## config.mk

```make
export PLATFORM = sky130hd
export DESIGN_NAME = regfile_dbg_flat
export DESIGN_NICKNAME = d
export VERILOG_FILES = /design/src/rtl/regfile_dbg_if.sv /design/src/rtl/regfile_dbg.sv /design/src/flat_wrapper.sv
export SDC_FILE = /design/constraint.sdc
export NUM_CORES = 2
export LEC_CHECK = 0
export CELL_PAD_IN_SITES_DETAIL_PLACEMENT = 1
export CELL_PAD_IN_SITES_GLOBAL_PLACEMENT = 2
export CORE_MARGIN = 1
export CORE_UTILIZATION = 30
export DETAILED_ROUTE_END_ITERATION = 8
export PLACE_DENSITY_LB_ADDON = 0.1
export SLEW_MARGIN = 20
export SYNTH_ARGS = -nofsm -noshare
export SYNTH_HDL_FRONTEND = slang
export SYNTH_SLANG_ARGS = --single-unit
```

## constraint.sdc

```tcl
create_clock -name clk -period 79.2 [get_ports clk]
set_input_delay 19.8 -clock clk [delete_from_list [all_inputs] [get_ports clk]]
set_output_delay 19.8 -clock clk [all_outputs]
set_load 0.01 [all_outputs]
```

## src/rtl/regfile_dbg_if.sv

```systemverilog
// Bus bundle for regfile_dbg: write port, two read ports and the debug dump stream.
// The master side drives requests; the slave side (the register file) returns data.
interface regfile_dbg_if #(
  parameter int DATA_W = 32,
  parameter int ADDR_W = 5
);
  logic              we;
  logic [ADDR_W-1:0] waddr;
  logic [DATA_W-1:0] wdata;
  logic [ADDR_W-1:0] raddr1;
  logic [ADDR_W-1:0] raddr2;
  logic [DATA_W-1:0] rdata1;
  logic [DATA_W-1:0] rdata2;
  logic              dbg_start;
  logic              dbg_busy;
  logic              dbg_valid;
  logic              dbg_ready;
  logic [ADDR_W-1:0] dbg_addr;
  logic [DATA_W-1:0] dbg_data;
  logic              dbg_last;

  modport master (
    output we, waddr, wdata, raddr1, raddr2, dbg_start, dbg_ready,
    input  rdata1, rdata2, dbg_busy, dbg_valid, dbg_addr, dbg_data, dbg_last
  );

  modport slave (
    input  we, waddr, wdata, raddr1, raddr2, dbg_start, dbg_ready,
    output rdata1, rdata2, dbg_busy, dbg_valid, dbg_addr, dbg_data, dbg_last
  );
endinterface

```

## src/rtl/regfile_dbg.sv

```systemverilog
// 2-read/1-write register file with async clear, optional zero register and a
// valid/ready debug dump engine. Define WRITE_FORWARD_EN for write-to-read bypass.
module regfile_dbg #(
  parameter int DATA_W   = 32,
  parameter int ADDR_W   = 5,
  parameter bit ZERO_REG = 1'b1
) (
  input  logic         clk,
  input  logic         reset,
  regfile_dbg_if.slave bus
);
  localparam int DEPTH = 2 ** ADDR_W;

  typedef enum logic [1:0] {IDLE, FETCH, SEND} state_t;

  state_t            state;
  state_t            state_next;
  logic [DATA_W-1:0] mem [DEPTH];
  logic [ADDR_W-1:0] idx;
  logic              wr_en;
  logic              handshake;

  assign wr_en     = bus.we && !(ZERO_REG && (bus.waddr == '0));
  assign handshake = bus.dbg_valid && bus.dbg_ready;
  assign bus.dbg_busy = (state != IDLE);

  always_ff @(posedge clk or posedge reset) begin
    if (reset) begin
      for (int i = 0; i < DEPTH; i++) begin
        mem[i] <= '0;
      end
    end else if (wr_en) begin
      mem[bus.waddr] <= bus.wdata;
    end
  end

  // The zero-register override is applied last so it beats any bypass.
  always_comb begin
    bus.rdata1 = mem[bus.raddr1];
    bus.rdata2 = mem[bus.raddr2];
`ifdef WRITE_FORWARD_EN
    if (bus.we && (bus.raddr1 == bus.waddr)) bus.rdata1 = bus.wdata;
    if (bus.we && (bus.raddr2 == bus.waddr)) bus.rdata2 = bus.wdata;
`endif
    if (ZERO_REG && (bus.raddr1 == '0)) bus.rdata1 = '0;
    if (ZERO_REG && (bus.raddr2 == '0)) bus.rdata2 = '0;
  end

  always_ff @(posedge clk or posedge reset) begin
    if (reset) begin
      state <= IDLE;
    end else begin
      state <= state_next;
    end
  end

  always_comb begin
    state_next = state;
    unique case (state)
      IDLE:    if (bus.dbg_start) state_next = FETCH;
      FETCH:   state_next = SEND;
      SEND:    if (handshake) state_next = bus.dbg_last ? IDLE : FETCH;
      default: state_next = IDLE;
    endcase
  end

  // Beat fields are captured once in FETCH and held untouched through SEND.
  always_ff @(posedge clk or posedge reset) begin
    if (reset) begin
      idx           <= '0;
      bus.dbg_valid <= 1'b0;
      bus.dbg_addr  <= '0;
      bus.dbg_data  <= '0;
      bus.dbg_last  <= 1'b0;
    end else begin
      case (state)
        IDLE: begin
          if (bus.dbg_start) idx <= '0;
        end
        FETCH: begin
          bus.dbg_data  <= mem[idx];
          bus.dbg_addr  <= idx;
          bus.dbg_last  <= (idx == '1);
          bus.dbg_valid <= 1'b1;
        end
        SEND: begin
          if (handshake) begin
            bus.dbg_valid <= 1'b0;
            if (!bus.dbg_last) idx <= idx + ADDR_W'(1);
          end
        end
        default: ;
      endcase
    end
  end
endmodule
```

## src/flat_wrapper.sv

```systemverilog
// flat-port wrapper written by rule: the top's interface ports become plain ports
module regfile_dbg_flat 
#(
  parameter int DATA_W   = 32,
  parameter int ADDR_W   = 5,
  parameter bit ZERO_REG = 1'b1
)
  (clk, reset, bus_we, bus_waddr, bus_wdata, bus_raddr1, bus_raddr2, bus_dbg_start, bus_dbg_ready, bus_rdata1, bus_rdata2, bus_dbg_busy, bus_dbg_valid, bus_dbg_addr, bus_dbg_data, bus_dbg_last);
  regfile_dbg_if #(.DATA_W(DATA_W), .ADDR_W(ADDR_W)) bus_i ();
  input  logic clk;
  input  logic reset;
  input wire logic [$bits(bus_i.we)-1:0] bus_we;
  input wire logic [$bits(bus_i.waddr)-1:0] bus_waddr;
  input wire logic [$bits(bus_i.wdata)-1:0] bus_wdata;
  input wire logic [$bits(bus_i.raddr1)-1:0] bus_raddr1;
  input wire logic [$bits(bus_i.raddr2)-1:0] bus_raddr2;
  input wire logic [$bits(bus_i.dbg_start)-1:0] bus_dbg_start;
  input wire logic [$bits(bus_i.dbg_ready)-1:0] bus_dbg_ready;
  output wire logic [$bits(bus_i.rdata1)-1:0] bus_rdata1;
  output wire logic [$bits(bus_i.rdata2)-1:0] bus_rdata2;
  output wire logic [$bits(bus_i.dbg_busy)-1:0] bus_dbg_busy;
  output wire logic [$bits(bus_i.dbg_valid)-1:0] bus_dbg_valid;
  output wire logic [$bits(bus_i.dbg_addr)-1:0] bus_dbg_addr;
  output wire logic [$bits(bus_i.dbg_data)-1:0] bus_dbg_data;
  output wire logic [$bits(bus_i.dbg_last)-1:0] bus_dbg_last;
  assign bus_i.we = bus_we;
  assign bus_i.waddr = bus_waddr;
  assign bus_i.wdata = bus_wdata;
  assign bus_i.raddr1 = bus_raddr1;
  assign bus_i.raddr2 = bus_raddr2;
  assign bus_i.dbg_start = bus_dbg_start;
  assign bus_i.dbg_ready = bus_dbg_ready;
  assign bus_rdata1 = bus_i.rdata1;
  assign bus_rdata2 = bus_i.rdata2;
  assign bus_dbg_busy = bus_i.dbg_busy;
  assign bus_dbg_valid = bus_i.dbg_valid;
  assign bus_dbg_addr = bus_i.dbg_addr;
  assign bus_dbg_data = bus_i.dbg_data;
  assign bus_dbg_last = bus_i.dbg_last;
  regfile_dbg #(.DATA_W(DATA_W), .ADDR_W(ADDR_W), .ZERO_REG(ZERO_REG)) u_core (.clk(clk), .reset(reset), .bus(bus_i));
endmodule
```

# Word level (Yosys, flattened, before mapping)
# Cells that the tools add are included.
# Widths: inputs -> output; s select.
[word_totals] regBits=1070 latch_bits=0 mem_bits_rw=0 romBits=0 inputBits=52 elab_cells=92 memories=0
[op_classes] add_sub_neg=1 n_mul=0 div_mod_pow=0 order_cmp=5 eq_ne=6 shift=0 n_mux=24 bitwise_logic=4 reduce_logical=14
[ops] op="$bwmux 1024" count=1
[ops] op="$bmux 32 s5" count=3
[ops] op="$mux 32" count=9
[ops] op="$demux 32 s5" count=1
[ops] op="$ge 6x6->1 const B" count=4
[ops] op="$not 5->6" count=4
[ops] op="$logic_not 5->1" count=3
[ops] op="$mux 5" count=3
[ops] op="$pmux 5 s2" count=1
[ops] op="$lt 6x1->1 const B" count=1
[ops] op="$pmux 2 s3" count=1
[ops] op="$reduce_bool 2->1" count=3
[ops] op="$add 5x1->5 const B" count=1
[ops] op="$eq 5x5->1 const B" count=1
[ops] op="$mux 2" count=2
[ops] op="$ne 2x2->1 const B" count=2
[ops] op="$reduce_and 2->1" count=2
[ops] op="$reduce_and 4->1" count=1
[ops] op="$logic_and 1x1->1" count=3
[ops] op="$eq 2x1->1 const B" count=1
[ops] op="$eq 2x2->1 const B" count=1
[ops] op="$logic_not 2->1" count=1
[ops] op="$mux 1" count=2
[ops] op="$ne 2x1->1 const B" count=1
[ops] op="2 further kinds" count=2

# Longest topological paths before layout
[logic_depth] ltp_word=6 ltp_mapped=8 depth_no_buf=5

# Worst setup path before layout
# No wires, ideal clock.
[synth_path] path_type="in2out" startpoint="in bus_raddr1[0]" endpoint="out bus_rdata1[11]" arrival_time_ns=21.144 t_required_ns=59.400 path_slack_ns=38.256 path_stages=6 path_buffers=3 cell_sequence="buf_2 > buf_6 > nor2_1 > clkbuf_1 > a22oi_1 > a311oi_1"
[synth_between] elab_chain_len=5 word_cells_on_any_way=6
[synth_rtl] element="start, declared" line="flat_wrapper.sv:15" rtl="input wire logic [$bits(bus_i.raddr1)-1:0] bus_raddr1;"
[synth_rtl] element="$not 5->6 (not written as such)" line="regfile_dbg.sv:39" rtl="bus.rdata1 = mem[bus.raddr1];"
[synth_rtl] element="$bmux 32 s5" line="regfile_dbg.sv:39"
[synth_rtl] element="$mux 32 (not written as such) (2 in series)" line="regfile_dbg.sv:39"
[synth_rtl] element="$mux 32 *" line="regfile_dbg.sv:45" rtl="if (ZERO_REG && (bus.raddr1 == '0)) bus.rdata1 = '0;"
[synth_rtl] element="end, declared" line="flat_wrapper.sv:19" rtl="output wire logic [$bits(bus_i.rdata1)-1:0] bus_rdata1;"
# Every way passes the cells marked *; elsewhere a longest branch is shown, timed or not. The select of a mux whose other input is x is not followed.

# Final worst setup path
[layout_path] startpoint="in bus_raddr2[2]" endpoint="out bus_rdata2[11]"
[layout_between] elab_chain_len=5 word_cells_on_any_way=6
[layout_rtl] element="start, declared" line="flat_wrapper.sv:16" rtl="input wire logic [$bits(bus_i.raddr2)-1:0] bus_raddr2;"
[layout_rtl] element="$not 5->6 (not written as such)" line="regfile_dbg.sv:40" rtl="bus.rdata2 = mem[bus.raddr2];"
[layout_rtl] element="$bmux 32 s5" line="regfile_dbg.sv:40"
[layout_rtl] element="$mux 32 (not written as such) (2 in series)" line="regfile_dbg.sv:40"
[layout_rtl] element="$mux 32 *" line="regfile_dbg.sv:46" rtl="if (ZERO_REG && (bus.raddr2 == '0)) bus.rdata2 = '0;"
[layout_rtl] element="end, declared" line="flat_wrapper.sv:20" rtl="output wire logic [$bits(bus_i.rdata2)-1:0] bus_rdata2;"
# Marks and branches as above.

==> results.toml <==
[setup_path]
cp.arrival_ps = 24770
worst_setup_path_end_kind = "output port"
r2r-end = "u_core.bus.dbg_data[19]$_DFFE_PP0P_"
worst_setup_path_start_kind = "input port"
crit_type = "input port to output port"
cp_max_fo = 75
r2r_cells = 8
reg2reg_from = "u_core.idx[1]$_DFFE_PP0P_"
reg2reg_slack_ps = 74130
critical_path_required_ps = 59400

[clock_network]
root_buffer = "clkbuf_16"
cts.sinks = 1070
cts_tree = "yes"
cts_buffer_depth = 3
cts.hold.buffers_added = 0
cts.clk_slew.worst_paths_ps = 50
cts_setup_buffers = 0
worstSkewPairLatency_ps = 810
cts_buffers = 140
cts_resized = 0
h-tree-depth = 4

[global_route]
grt_pass1_vias = 47300
gr-usage-all-layers_pct = 27.7
antenna_found_initial = 14
grt_overflow = 0
grt_pass1_wl_um = 420000
grt_max_degree = 142

[final_layout]
nets = 4524
drive_gt1_share_pct = 45.9
syn2layout_area_growth_pct = 13.1

[floorplanning]
dieHeight_um = 467
start_util_pct = 30.2
row_count = 170
coreArea_sq_mm = 0.215
die_w_um = 467
die_area_sq_mm = 0.218
io_pins = 156

[drt]
drt-initial-drc-count = 3761
drc = 0
routed_wl_um = 301000
detail_route.wl_per_cell_um = 40.5
vias = 45000
drt_pass1_iterations = 7
vias_per_cell = 6.06
ant_nets = 0

[timing]
skew_ps = 15.4
rsz0062_at_grt = "false"
min_period_ps = 44570
fin_crit_sh_pct = 56.3
tightest_slew_ps = 1190
tns_ps = 0
fmax_mhz = 22.4
hold_ws_ps = 422
final_max_slew_viol_count = 0
relSlewSlack_pct = 20.8
final_hold_viol_count = 0
setup_viol = 0

[pwr]
total_power_uw = 2040
power_density_mw_per_mm2 = 27.7
combPwrFrac_pct = 28.9
netSwitchingPower_uw = 679
sw_frac_of_total_pct = 33.4
vdd_drop_max_v = 0.0000206
leakage_uw = 0.0292
seqPwrFrac_pct = 38.4
intPower_uw = 1360
clock_power_share_pct = 32.6

[logic_synthesis]
synth_area_sq_mm = 0.0649
yosysWarnings = 0
synthArstFlopShare_pct = 100
synth_flop_cell = "dfrtp_1"
synthCells = 4567
ys_top_cells_by_area = "dfrtp_1 41%, mux4_2 20%, mux2_2 18%"
synth_common_cells = "1070 x dfrtp_1, 1035 x mux2_2, 578 x mux4_2"
yosys.area.top_type_share_pct = 41.3
ys_ff_latch = 1070
synth_nets = 4621
syn_area_per_cell_sq_um = 14.2
yosysMostFrequentCell = "dfrtp_1"
yosys.area.top_type = "dfrtp_1"
yosysSeqAreaShare_pct = 41.3
synth_edf_count = 0
synth_cell_type_count = 49

[placed_design]
place.port_buffers = 155
dpl.hpwl_um = 174000
gp_congestion = 0.793

[min_path]
whs_path_depth = 0
min_to = "u_core.mem[992]$_DFFE_PP0P_"
hold_path.class = "flip-flop to flip-flop"
min_from = "u_core.mem[992]$_DFFE_PP0P_"

[outcome]
status = "complete, no violations"

[run]
drv_cap = 0
## critical path: stages
cell and delay [ps]:
buf_8 470, buf_12 500, buf_4 750, buf_4 760, mux4_2 350, mux2_2 160
o21ai_1 60, a311oi_1 800, buf_4 240, clkdlybuf4s50_1 530
## flip-flops by register name (all words and copies together) (netlist names)
register / count
u_core.bus.dbg_addr: 5
u_core.bus.dbg_data: 32
u_core.bus.dbg_last: 1
u_core.bus.dbg_valid: 1
u_core.idx: 5
u_core.mem: 1024
u_core.state: 2
## logic make-up after synthesis
logic type      share of synthesized area (%)
simple gates                             2.49
mux                                      45.3
flops                                    41.3
fa+ha+maj                              0.0386
compound gates                           6.42
buf+inv                                  4.52
xor+xnor                               0.0270
## metal layers
metal	part of all wire, %	track usage, %	up-vias
met5	0.026	0	-
met4	3.9	10.4	10
met3	4.2	3.88	442
met2	48	45.1	1348
met1	44	37.3	25400
li1	-	-	17900
## per-stage QoR
stage | std cells | area (sq um) | worst slack (ps) | utilization (%)
floorplan | 4567 | 64900 | 29280 | -
global placement | 7165 | 68700 | 34720 | 32.0
detailed placement | 7166 | 68700 | 34670 | 32.0
CTS | 7423 | 73500 | 34660 | 34.2
global route | 7424 | 73400 | 34560 | 34.2
finish | 7427 | 73400 | 34630 | 34.2
## layout by cell type, fill, tap and decap left out, types with 5 or more instances in the layout
cell type and n:
dfrtp_1 1067, mux2_2 1035, mux4_2 578, mux2i_1 444
a22oi_1 190, clkbuf_16 145, buf_4 139, clkdlybuf4s50_1 120
nand2_1 111, nand3_1 67, nor2b_1 66, a211oi_1 66
o21ai_1 61, a311oi_1 53, o2111ai_1 46, clkbuf_8 37
clkbuf_1 34, o22a_1 31, a32oi_1 31, o21ai_0 27
nor2_4 25, buf_2 24, mux2_1 22, clkinv_2 19
nand2_4 15, a221oi_2 13, a311oi_2 11, buf_12 11
inv_6 8, bufinv_16 8, clkinvlp_4 6, nand3b_1 5
a21oi_1 5, inv_1 5, a221oi_1 5
## final cells by class
| cell class | count | area [sq um] |
|---|---|---|
| diodes | 4 | 10.0 |
| clock buffers | 216 | 4270 |
| clock inverters | 41 | 450 |
| fillers | 22000 | 141000 |
| inverters | 8 | 42.5 |
| multi-input cells | 2949 | 35600 |
| flip-flops and latches | 1070 | 26800 |
| well taps | 2838 | 3550 |
| repair buffers | 301 | 2670 |
## power by group through the flow
| stage | sequential, uW | clock (uW) | combinational (uW) |
|---|---|---|---|
| 3_5_place_dp | 789 | 0 | 591 |
| 2_1_floorplan | 735 | 0 | 424 |
| 6_report | 783 | 664 | 589 |
| 4_1_cts | 780 | 683 | 593 |
| 5_1_grt | 799 | 702 | 622 |
| 3_3_place_gp | 786 | 0 | 586 |
## worst max-delay path by stage
| stage | startpoint | slack (ps) | endpoint |
|---|---|---|---|
| after floorplan | reset | 29280 | u_core.bus.dbg_addr[0]$_DFFE_PP0P_ |
| after global placement | bus_raddr2[2] | 34720 | bus_rdata2[11] |
| after detailed placement | bus_raddr2[2] | 34670 | bus_rdata2[11] |
| after CTS | bus_raddr2[2] | 34660 | bus_rdata2[11] |
| after global routing | bus_raddr2[2] | 34560 | bus_rdata2[11] |
| final | bus_raddr2[2] | 34630 | bus_rdata2[11] |
Power figures use the tool's default switching activity.
